===== config.mk =====
export PLATFORM = sky130hd
export DESIGN_NAME = interpolation_result_reader
export DESIGN_NICKNAME = d
export VERILOG_FILES = /design/src/rtl/interpolation_result_reader.sv
export SDC_FILE = /design/constraint.sdc
export NUM_CORES = 1
export LEC_CHECK = 0
export ABC_AREA = 1
export BUFFER_PORTS_ARGS = -buffer_cell sky130_fd_sc_hd__buf_2
export CORE_MARGIN = 2
export CORE_UTILIZATION = 55
export DETAILED_ROUTE_END_ITERATION = 7
export PLACE_DENSITY = 0.8
export SYNTH_ARGS = -nofsm -noshare
export SYNTH_HDL_FRONTEND = slang
export SYNTH_SLANG_ARGS = --single-unit

===== constraint.sdc =====
create_clock -name CLK -period 3.1 [get_ports CLK]
set_input_delay 0 -clock CLK [delete_from_list [all_inputs] [get_ports CLK]]
set_output_delay 0 -clock CLK [all_outputs]
set_load 0.005 [all_outputs]

===== src/rtl/interpolation_result_reader.sv =====
// Streams a block of result words from the registered-read RAM to the consumer; first word valid 2 cycles after Start.
// Reads are throttled so buffered plus in-flight words never exceed the 2-entry buffer; Out_Ready low stalls reads.
module interpolation_result_reader #(
    parameter int RAM_ADDRESS_WIDTH = 13,
    parameter int DATA_WIDTH        = 64,
    parameter int RAM_DEPTH         = 50
) (
    input  logic                         CLK,
    input  logic                         RST,
    input  logic                         Start,
    input  logic [RAM_ADDRESS_WIDTH-1:0] Base_Address,
    input  logic [RAM_ADDRESS_WIDTH-1:0] Word_Count,
    output logic                         RAM_RD_Enable,
    output logic [RAM_ADDRESS_WIDTH-1:0] RAM_RD_Address,
    input  logic [DATA_WIDTH-1:0]        RAM_RD_Data,
    output logic [DATA_WIDTH-1:0]        Out_Data,
    output logic                         Out_Valid,
    input  logic                         Out_Ready,
    output logic                         Out_Last,
    output logic                         Busy,
    output logic                         Done
);

    typedef enum logic [1:0] {S_IDLE, S_READ, S_DRAIN, S_DONE} state_t;

    state_t                         state;
    logic [RAM_ADDRESS_WIDTH-1:0]   addr;
    logic [RAM_ADDRESS_WIDTH-1:0]   remaining;
    logic [RAM_ADDRESS_WIDTH-1:0]   addr_next;
    logic                           rd_pend;
    logic                           rd_pend_last;
    logic [DATA_WIDTH-1:0]          buf_dat [2];
    logic                           buf_last [2];
    logic                           rd_ptr;
    logic                           wr_ptr;
    logic [1:0]                     occ;
    logic [2:0]                     fill;
    logic                           pop;
    logic                           last_req;
    logic                           busy_q;
    logic                           done_q;

    assign Out_Valid      = (occ != 2'd0);
    assign Out_Data       = Out_Valid ? buf_dat[rd_ptr] : '0;
    assign Out_Last       = Out_Valid && buf_last[rd_ptr];
    assign pop            = Out_Valid && Out_Ready;
    assign Busy           = busy_q;
    assign Done           = done_q;
    assign RAM_RD_Address = addr;

    // Words that will sit in the buffer after this edge if no new read is issued.
    assign fill = {1'b0, occ} + {2'b0, rd_pend} - {2'b0, pop};

    assign RAM_RD_Enable = (state == S_READ) && (remaining != '0) && (fill < 3'd2);
    assign last_req      = RAM_RD_Enable && (remaining == RAM_ADDRESS_WIDTH'(1));
    assign addr_next     = (addr == RAM_ADDRESS_WIDTH'(RAM_DEPTH - 1)) ? '0
                                                                       : addr + RAM_ADDRESS_WIDTH'(1);

    always_ff @(posedge CLK or negedge RST) begin
        if (!RST) begin
            state        <= S_IDLE;
            addr         <= '0;
            remaining    <= '0;
            rd_pend      <= 1'b0;
            rd_pend_last <= 1'b0;
            rd_ptr       <= 1'b0;
            wr_ptr       <= 1'b0;
            occ          <= 2'd0;
            busy_q       <= 1'b0;
            done_q       <= 1'b0;
            for (int i = 0; i < 2; i++) begin
                buf_dat[i]  <= '0;
                buf_last[i] <= 1'b0;
            end
        end else begin
            rd_pend      <= RAM_RD_Enable;
            rd_pend_last <= last_req;

            if (rd_pend) begin
                buf_dat[wr_ptr]  <= RAM_RD_Data;
                buf_last[wr_ptr] <= rd_pend_last;
                wr_ptr           <= ~wr_ptr;
            end
            if (pop) begin
                rd_ptr <= ~rd_ptr;
            end
            occ <= occ + {1'b0, rd_pend} - {1'b0, pop};

            if (RAM_RD_Enable) begin
                addr      <= addr_next;
                remaining <= remaining - RAM_ADDRESS_WIDTH'(1);
            end

            case (state)
                S_IDLE: begin
                    if (Start) begin
                        addr      <= Base_Address;
                        remaining <= Word_Count;
                        busy_q    <= 1'b1;
                        if (Word_Count == '0) begin
                            state  <= S_DONE;
                            done_q <= 1'b1;
                        end else begin
                            state <= S_READ;
                        end
                    end
                end
                S_READ: begin
                    if (last_req) begin
                        state <= S_DRAIN;
                    end
                end
                S_DRAIN: begin
                    if (pop && Out_Last) begin
                        state  <= S_DONE;
                        done_q <= 1'b1;
                    end
                end
                S_DONE: begin
                    state  <= S_IDLE;
                    done_q <= 1'b0;
                    busy_q <= 1'b0;
                end
                default: state <= S_IDLE;
            endcase
        end
    end

endmodule

==> flow_summary.toml, run 1 <==
[synth]
yosysTopAreaCellShare = 0.508
ys_warn_count = 0
synth_area_leader_cell = "dfrtp_1"
synth_cells = 1082
netlist_area_um2 = 8180
avgSynthCellArea_um2 = 7.56
synth_flop_cell = "dfrtp_1"
yosys-top-cells-area = "dfrtp_1 51%, nand2_1 18%, o21ai_0 8.1%"
synth-edff-count = 0
synth_seq_cells = 166
synth_cell_type_count = 32
ys_async_sr_fraction = 1.00
yosysSeqAreaShare = 0.508
synth_nets = 1187

[global_routing]
antenna_found_initial = 0
grt_max_degree = 87
grt-ovfl-total = 0
grt_pass1_wl_mm = 35.2
grt_usage = 0.273
grt_pass1_vias = 7531

[floorplan]
fp.dieArea_um2 = 15900
row_count = 44
core_area_um2 = 14500
die_x_um = 126
fp.dieH_um = 126
initial_core_util = 0.563
ios = 176

[finish]
drive_above_1_share = 0.179
nets = 1428
diodes = 0
area_growth_pct = 31.3
instances_no_fill = 1520

[detailed_routing]
drtAntennaViolNets = 0
first_pass_iters = 5
drt-total-wl_mm = 21.3
drt-wirelength-per-cell_um = 14.0
vias_per_cell = 5.18
vias = 7866
drtIter0Drc = 566
drcViolationCount = 0

[critical_path]
path_max_fanout = 18
rr_worst_depth = 19
critPathLaunchType = "flop"
arrival_ns = 2.87
worstPathRequired_ns = 3.10
critPathCaptureType = "primary output"
critPathKind = "reg2out"

[power_and_ir_drop]
clockPowerShare = 0.191
peakVddDrop_mv = 0.629
switchingPower_mw = 4.52
swShare = 0.410
power_leakage_nw = 5.74
combPwrFrac = 0.444
powerDensity_nw_per_um2 = 1030
p_int_mw = 6.51
power_frac_seq = 0.365
p_total_mw = 11.0

[timing]
tns_ns = 0
finalCritPeriodShare = 0.925
rsz0062_at_grt = "no"
hold_violations = 0
fin_skew_ns = 0.0118
finalMaxSlewViolations = 0
period_needed_ns = 2.87
max-slew-margin-rel = 0.458
setup_viol = 0
max_freq_ghz = 0.349
worstMarginPinSlew_ns = 0.813

[placed_design]
port_buffers = 175
routabilityCongestion = 0.875
hpwl_mm = 12.4
placedCellCount = 1392

[clocking]
clock_latency_ns = 0.43
clkSinkCount = 166
cts_max_path_buffers = 2
h-tree-depth = 4
cts_made_buffers = 17
cts.clk_slew.worst_paths_ns = 0.06
tritoncts = "done"
clock-root-buffer = "clkbuf_16"

[flow_run]
maxCapViolCount = 0

[run_status]
status = "finished clean"

[min_path]
hold_class = "in2async"
==> worst paths after layout <==
kind / slack, ns / end / startpoint
min in group CLK: 0.30 / RAM_RD_Address[12] / Base_Address[12]
setup reg to reg: 0.28 / remaining[2] / occ[1]
max in group asynchronous: 1.96 / rd_ptr / RST
setup / recovery: 0.23 / RAM_RD_Enable / occ[1]
hold / removal: 0.23 / RAM_RD_Address[0] / RST
hold reg to reg: 0.48 / buf_dat[60] / buf_dat[60]
==> cell type report <==
| type | instances | area [um^2] |
|---|---|---|
| inverter | 127 | 489 |
| timing repair buffer | 280 | 1940 |
| multi-input combinational | 731 | 3330 |
| clock buffer | 21 | 470 |
| sequential | 166 | 4160 |
| clock inverter | 11 | 124 |
| tap | 184 | 230 |
| fill | 1092 | 3790 |
==> cell usage after synthesis (3+ instances only) <==
master and instances:
inv_1 124, clkbuf_1 43, nor2_2 4, nor2_1 37, nand2_1 396, a21oi_1 66
nand3_1 41, nand4_1 6, ha_1 10, buf_1 10, xor2_1 6, o21ai_1 11
xnor2_1 3, dfrtp_1 166, o21ai_0 133
==> through the flow <==
stage	utilization	hold slack [ns]	cell area, um^2	setup slack (ns)
6_report	0.739	0.228	10700	0.233
5_1_grt	0.739	0.288	10700	0.0343
4_1_cts	0.735	0.229	10700	0.00378
3_5_place_dp	0.630	0.120	9160	0.135
3_3_place_gp	0.630	0.114	9160	0.309
2_1_floorplan	-	-0.296	8180	0.392
==> power groups by stage <==
stage,logic [mW],registers [mW],clock network (mW)
final,4.89,4.03,2.11
after global routing,5.58,4.17,2.22
after CTS,4.81,4.01,2.13
after detailed placement,4.66,4.03,0
after global placement,4.54,3.98,0
after floorplan,3.16,3.83,0
==> critical path, stage by stage, from the launching register on <==
cell and delay, ns:
dfrtp_2 0.40, inv_1 0.05, nand2_1 0.11, inv_2 0.05, nor2_2 0.12, ha_1 0.25
inv_1 0.06, ha_1 0.14, inv_1 0.05, fa_1 0.50, nand2_1 0.05, inv_1 0.04
nand2_1 0.07, nor2_4 0.17, nand2_8 0.13, clkinv_8 0.12, buf_2 0.12
==> per-layer routing <==
layer / wire length, um / track usage / up-vias / share of wire
li1: - / - / 3868 / -
met3: 1030 / 0.0442 / 50 / 0.048
met5: 0 / 0 / - / 0
met2: 10600 / 0.468 / 270 / 0.50
met4: 636 / 0.123 / 0 / 0.030
met1: 9030 / 0.341 / 3678 / 0.42
==> cell usage in the layout, fill, tap and decap left out, types with 2 or more instances in the layout <==
cell type	Yosys	routed
nor3_1	2	2
clkinv_2	0	4
xor2_1	6	6
buf_2	2	174
or2_2	2	2
inv_1	124	123
a21oi_1	66	66
bufinv_16	0	2
nand4_1	6	6
dfrtp_1	166	164
nand3_1	41	41
o21ai_0	133	133
buf_12	0	3
clkbuf_16	0	17
o21bai_1	2	2
nand3b_1	2	2
nor2_4	2	3
nor2_2	4	4
inv_2	2	3
o21ai_1	11	11
clkinv_4	0	4
nand2_1	396	395
dfrtp_2	0	2
dlygate4sd3_1	0	93
buf_4	2	9
ha_1	10	10
clkbuf_8	0	3
nor2_1	37	36
xnor2_1	3	3
nand2_4	1	3
==> what timing repair did <==
item / in CTS / in global routing
gates resized for setup: 2 / 4
hold buffers: 93 / 0
pin swaps: 0 / 2
endpoints found under the setup margin: 1 / 4
setup buffers: 0 / 2
hold endpoints to repair: 239 / 0
cloned: 0 / 1
==> flip-flops by register name (all words and copies together), names as in the netlist <==
signal,cells
occ,2
buf_last,2
buf_dat,128
rd_pend_last,1
wr_ptr,1
rd_pend,1
remaining,13
Busy,1
Done,1
rd_ptr,1
RAM_RD_Address,13
state,2
==> cells by family after synthesis <==
family          Yosys count  share of synthesized area
compound gates          213                      0.131
xor+xnor                  9                    0.00964
flops                   166                      0.508
buf+inv                 186                     0.0887
simple gates            497                      0.245
fa+ha+maj                11                     0.0177
Power figures use the tool's default switching activity.
==> run 2, diff against run 1 <==
--- a/config.mk
+++ b/config.mk
@@ -7,7 +7,6 @@
 export LEC_CHECK = 0
 export ABC_AREA = 1
 export BUFFER_PORTS_ARGS = -buffer_cell sky130_fd_sc_hd__buf_2
-export CORE_MARGIN = 2
 export CORE_UTILIZATION = 55
 export DETAILED_ROUTE_END_ITERATION = 7
 export PLACE_DENSITY = 0.8
==> run 2 against run 1 <==
  * Largest cell class unchanged
  * Global-route usage increased by 0.15 points
  * Fmax increased by 0.52%
  * Highest routed layer unchanged
  * Flip-flop and latch count unchanged
  * Via count decreased by 1.3%
  * Clock skew decreased by 0.0053 ns
  * Die area decreased by 3.2%
==> flow_summary.toml, run 2 (same netlist as run 1, synthesis figures left out) <==
[run_status]
status = "finished clean"

[critical_path]
rr_worst_depth = 19
cpPeakStageDelay_ns = 0.50
worstPathRequired_ns = 3.10
critPathKind = "reg2out"
rrSetupSlack_ns = 0.31
cp_num_buf_inv = 7
critPathSlowestCell = "fa_1"
path_max_fanout = 18
critPathLaunchType = "flop"
path_delay_family = "adder cells"
startpoint = "occ[1]"
critPathCaptureType = "primary output"
critPathCapture = "RAM_RD_Enable"
arrival_ns = 2.85
critical_path.reg2reg.startpoint = "occ[1]"
reg2reg_to = "state[0]"
crit_top_cell = "inv_1"
crit_chain = "inv_1 > nand2_1 > inv_2 > nor2_2 > ha_1 > inv_1 > ha_1 > inv_1 > fa_1 > nand2_1 > inv_1 > nand2_1 > nor2_4 > nand2_8 > clkinv_8 > buf_2"
crit_cells = 16

[floorplan]
die_x_um = 124
core_area_um2 = 14500
fp.dieH_um = 124
ios = 176
initial_core_util = 0.563
row_count = 44
fp.dieArea_um2 = 15400

[power_and_ir_drop]
power_leakage_nw = 5.71
combPwrFrac = 0.450
clockPowerShare = 0.180
powerDensity_nw_per_um2 = 1020
power_frac_seq = 0.370
switchingPower_mw = 4.47
p_int_mw = 6.39
peakVddDrop_mv = 0.546
swShare = 0.412

[timing]
rsz0062_at_grt = "no"
hold_violations = 0
tns_ns = 0
max-slew-margin-rel = 0.327
max_freq_ghz = 0.351
fin_skew_ns = 0.00647
period_needed_ns = 2.85
finalMaxSlewViolations = 0
worst_slack_ns = 0.248
worstMarginPinSlew_ns = 1.01
finalCritPeriodShare = 0.920
setup_viol = 0

[clocking]
clock_latency_ns = 0.42
tritoncts = "done"
clock-root-buffer = "clkbuf_16"
cts_max_path_buffers = 2
cts.clk_slew.worst_paths_ns = 0.06
cts_made_buffers = 17
h-tree-depth = 4
clkSinkCount = 166

[placed_design]
port_buffers = 175
hpwl_mm = 12.2
dpl_worst_slack_ns = 0.105
routabilityCongestion = 0.869
placed_area_um2 = 9160

[finish]
largest_register = "buf_dat"
layout_commonest_cell = "nand2_1"
largest_reg_flops = 128
diodes = 0
drive_above_1_share = 0.177
area_growth_pct = 30.6
fillCellCount = 1076
nets = 1430
layout_common_cells = "395 x nand2_1, 174 x buf_2, 165 x dfrtp_1"
post-route-util = 0.735
final_cell_area_um2 = 10700

[detailed_routing]
drcViolationCount = 0
drtIter0Drc = 564
drt-total-wl_mm = 20.8
vias_per_cell = 5.11
vias = 7767
drtAntennaViolNets = 0
drt-wirelength-per-cell_um = 13.7
first_pass_iters = 7

[global_routing]
grt_pass1_wl_mm = 32.6
grt_pass1_vias = 7113
grt_max_degree = 111
grt-ovfl-total = 0
antenna_found_initial = 0
grt_usage = 0.274

[flow_run]
maxCapViolCount = 0

[min_path]
hold_class = "in2async"
-- run 2: cell types whose count changed in the layout (fill, tap and decap cells not counted), sizes merged --
cell and delta:
buf +2, bufinv -1, clkinv -3, clkinvlp +2
-- run 2: per-stage QoR --
| stage | hold slack (ns) | instances | power, mW |
|---|---|---|---|
| 2_1_floorplan | -0.296 | 1082 | 6.99 |
| 3_3_place_gp | 0.201 | 1393 | 8.52 |
| 3_5_place_dp | 0.202 | 1393 | 8.69 |
| 4_1_cts | 0.299 | 1516 | 10.8 |
| 5_1_grt | 0.321 | 1520 | 11.9 |
| 6_report | 0.249 | 1520 | 10.9 |
-- run 2: worst reg2reg max path: cells and delay by family (launching register included) --
kind	cells	cell delay, ns
AND/OR/NAND/NOR	10	1.02
adder cells (fa/ha/maj)	3	0.88
buffers and inverters	6	0.40
flip-flops	1	0.38
-- run 2: worst min-delay path by stage --
stage / startpoint / endpoint / slack (ns) / depth (start not counted)
finish: RST / buf_dat[36] / 0.25 / 2
global route: Base_Address[4] / RAM_RD_Address[4] / 0.32 / 4
CTS: Base_Address[0] / RAM_RD_Address[0] / 0.30 / 4
detailed placement: RST / buf_dat[36] / 0.20 / 1
global placement: Base_Address[1] / RAM_RD_Address[1] / 0.20 / 3
floorplan: RST / Busy / -0.30 / 0
-- run 2: layer usage --
metal	routed length (um)	global-route usage	vias up	share of wire
met4	517	0.100	0	0.025
li1	-	-	3864	-
met2	10300	0.454	231	0.49
met3	998	0.0545	40	0.048
met5	0	0	-	0
met1	9060	0.358	3632	0.43
-- run 2: layout make-up --
class                           instances  area, um^2  area share
Multi-Input combinational cell        731        3330       0.311
Tap cell                              184         230      0.0215
Sequential cell                       166        4160       0.389
Clock buffer                           21         460      0.0431
Inverter                              127         489      0.0458
Clock inverter                          9        78.8     0.00738
Timing Repair Buffer                  282        1940       0.182
-- run 2: power by group through the flow --
stage | Sequential, mW | Combinational (mW) | Clock [mW]
after floorplan | 3.83 | 3.16 | 0
after global placement | 3.98 | 4.54 | 0
after detailed placement | 4.02 | 4.66 | 0
after CTS | 4.00 | 4.79 | 1.97
after global routing | 4.16 | 5.62 | 2.07
final | 4.02 | 4.88 | 1.95
-- run 2: timing repair --
item	CTS	global route
resized for setup	2	3
hold buffers	93	0
pin swaps	0	2
endpoints found under the hold margin	264	0
setup buffers	0	3
cloned	0	1
endpoints found under the setup margin	1	15
==> run 3, diff against run 2 <==
--- a/config.mk
+++ b/config.mk
@@ -7,6 +7,7 @@
 export LEC_CHECK = 0
 export ABC_AREA = 1
 export BUFFER_PORTS_ARGS = -buffer_cell sky130_fd_sc_hd__buf_2
+export CORE_ASPECT_RATIO = 0.75
 export CORE_UTILIZATION = 55
 export DETAILED_ROUTE_END_ITERATION = 7
 export PLACE_DENSITY = 0.8
==> run 3 against run 2 <==
  * Setup slack worse by 0.037 ns
  * Combinational power grew 2%
  * Highest routed layer unchanged
  * Hold slack worse by 0.13 ns
  * Largest cell class unchanged
  * Cell count grew 1.3%
  * Sequential power hardly changed
  * Via count increased by 2.0%
  * Utilization rose by 0.84 points
  * First-iteration DRC count down 5.5%
  * Global-route usage rose by 2.0 points
  * Wire length increased by 5.4%
  * Die area hardly changed
  * Register-to-register slack worse by 0.06 ns
==> flow_summary.toml, run 3 (same netlist as run 1, synthesis figures left out) <==
[run_status]
status = "finished clean"

[timing]
tns_ns = 0
worstMarginPinSlew_ns = 0.790
period_needed_ns = 2.89
finalMaxSlewViolations = 0
setup_viol = 0
max_freq_ghz = 0.346
hold_violations = 0
max-slew-margin-rel = 0.474
fin_skew_ns = 0.0121
finalCritPeriodShare = 0.932

[detailed_routing]
drt-met1-wl_mm = 9.92
vias_per_cell = 5.15
wl_met3_mm = 1.34
drtAntennaViolNets = 0
met2_length_mm = 10.4
drtIter0Drc = 533
highest_layer = "met4"
first_pass_iters = 6
drt-wirelength-per-cell_um = 14.3
drcViolationCount = 0
vias = 7921
drt-total-wl_mm = 22.0

[power_and_ir_drop]
power_frac_seq = 0.362
combPwrFrac = 0.443
switchingPower_mw = 4.65
power_leakage_nw = 5.73
clockPowerShare = 0.195
p_int_mw = 6.55
powerDensity_nw_per_um2 = 1040
swShare = 0.415
peakVddDrop_mv = 0.665

[floorplan]
fp.dieArea_um2 = 15400
row_count = 38
fp.dieH_um = 108
ios = 176
core_area_um2 = 14500
die_x_um = 143
initial_core_util = 0.564

[global_routing]
grt_pass1_wl_mm = 35.5
grt_max_degree = 77
grt_usage = 0.294
antenna_found_initial = 0
grt-ovfl-total = 0
grt_pass1_vias = 7602

[placed_design]
placedCellCount = 1408
hpwl_mm = 12.3
port_buffers = 175
placed_area_um2 = 9180
routabilityCongestion = 0.858

[finish]
instances_no_fill = 1539
fillCellCount = 1083
final_cell_area_um2 = 10800
largest_reg_flops = 128
area_growth_pct = 31.8
diodes = 0
layout_commonest_cell = "nand2_1"
largest_register = "buf_dat"
drive_above_1_share = 0.181
layout_common_cells = "393 x nand2_1, 174 x buf_2, 165 x dfrtp_1"
nets = 1431

[clocking]
clock-root-buffer = "clkbuf_16"
cts.clk_slew.worst_paths_ns = 0.07
tritoncts = "done"
clock_latency_ns = 0.41
clkSinkCount = 166
h-tree-depth = 4
cts_made_buffers = 17
cts_max_path_buffers = 2

[critical_path]
path_max_fanout = 18
path_delay_family = "adder cells"
critPathCaptureType = "primary output"
crit_chain = "inv_1 > nand2_2 > inv_2 > nor2_2 > ha_1 > inv_1 > ha_1 > inv_1 > fa_1 > nand2_1 > inv_1 > nand2_1 > nor2_4 > nand2_8 > clkinv_8 > buf_2"
cp_num_buf_inv = 7
cpPeakStageDelay_ns = 0.50
critPathKind = "reg2out"
worstPathRequired_ns = 3.10
arrival_ns = 2.89
critPathLaunchType = "flop"
critPathSlowestCell = "fa_1"
crit_top_cell = "inv_1"

[flow_run]
maxCapViolCount = 0

[min_path]
hold_class = "in2async"
[run 3: power groups by stage]
stage | combinational, mW | sequential, mW | clock [mW]
4_1_cts | 4.83 | 4.02 | 2.20
3_3_place_gp | 4.53 | 4.00 | 0
2_1_floorplan | 3.16 | 3.83 | 0
5_1_grt | 5.66 | 4.18 | 2.30
3_5_place_dp | 4.66 | 4.04 | 0
6_report | 4.96 | 4.05 | 2.19
[run 3: area by class of cell]
class                   count  area [um^2]  share of cell area
well taps                 200          250              0.0232
flip-flops and latches    166         4160               0.385
inverters                 127          489              0.0454
repair buffers            283         1950               0.181
multi-input cells         731         3330               0.309
clock buffers              19          433              0.0401
clock inverters            13          171              0.0159
[run 3: layer usage]
layer / global-route usage / up-vias
li1: - / 3868
met1: 0.395 / 3707
met2: 0.489 / 319
met3: 0.0476 / 27
met4: 0.0968 / 0
met5: 0 / -
[run 3: what timing repair did]
item / CTS / global route
setup endpoints to repair: 1 / 22
cloned: 0 / 1
hold buffers: 93 / 0
pin swaps: 0 / 2
gates resized for setup: 2 / 5
setup buffers: 0 / 5
endpoints found under the hold margin: 231 / 0
[run 3: worst paths after layout]
| path | slack [ns] | cells after the start | start | to |
|---|---|---|---|---|
| worst min-delay path | 0.12 | 2 | RST | state[0] |
| worst max-delay path | 0.21 | 16 | occ[1] | RAM_RD_Enable |
| worst min register to register | 0.48 | 2 | buf_dat[34] | buf_dat[34] |
| worst max register to register | 0.25 | 19 | occ[1] | state[1] |
| max in group asynchronous | 2.04 | 3 | RST | buf_dat[2] |
| min in group CLK | 0.33 | 4 | Base_Address[1] | RAM_RD_Address[1] |
[run 3: worst register-to-register path: stages (launching register included)]
cell	delay [ns]
dfrtp_1	0.42
inv_1	0.08
nand2_2	0.09
inv_2	0.05
nor2_2	0.11
ha_1	0.25
inv_1	0.06
ha_1	0.12
inv_1	0.05
fa_1	0.50
nand2_1	0.06
inv_1	0.05
nand2_1	0.08
nor2_4	0.22
buf_4	0.15
nand4_1	0.13
nand2_2	0.11
nand2_1	0.08
nand2_1	0.10
nand2_1	0.06
[run 3: per-stage QoR]
stage               setup slack [ns]  total power [mW]  hold slack (ns)   util
global route                 -0.0285              12.1            0.138  0.744
finish                         0.211              11.2            0.119  0.744
floorplan                      0.392              6.99           -0.296      -
CTS                           0.0275              11.1            0.123  0.739
detailed placement             0.130              8.70          -0.0376  0.633
global placement               0.269              8.54          -0.0404  0.633
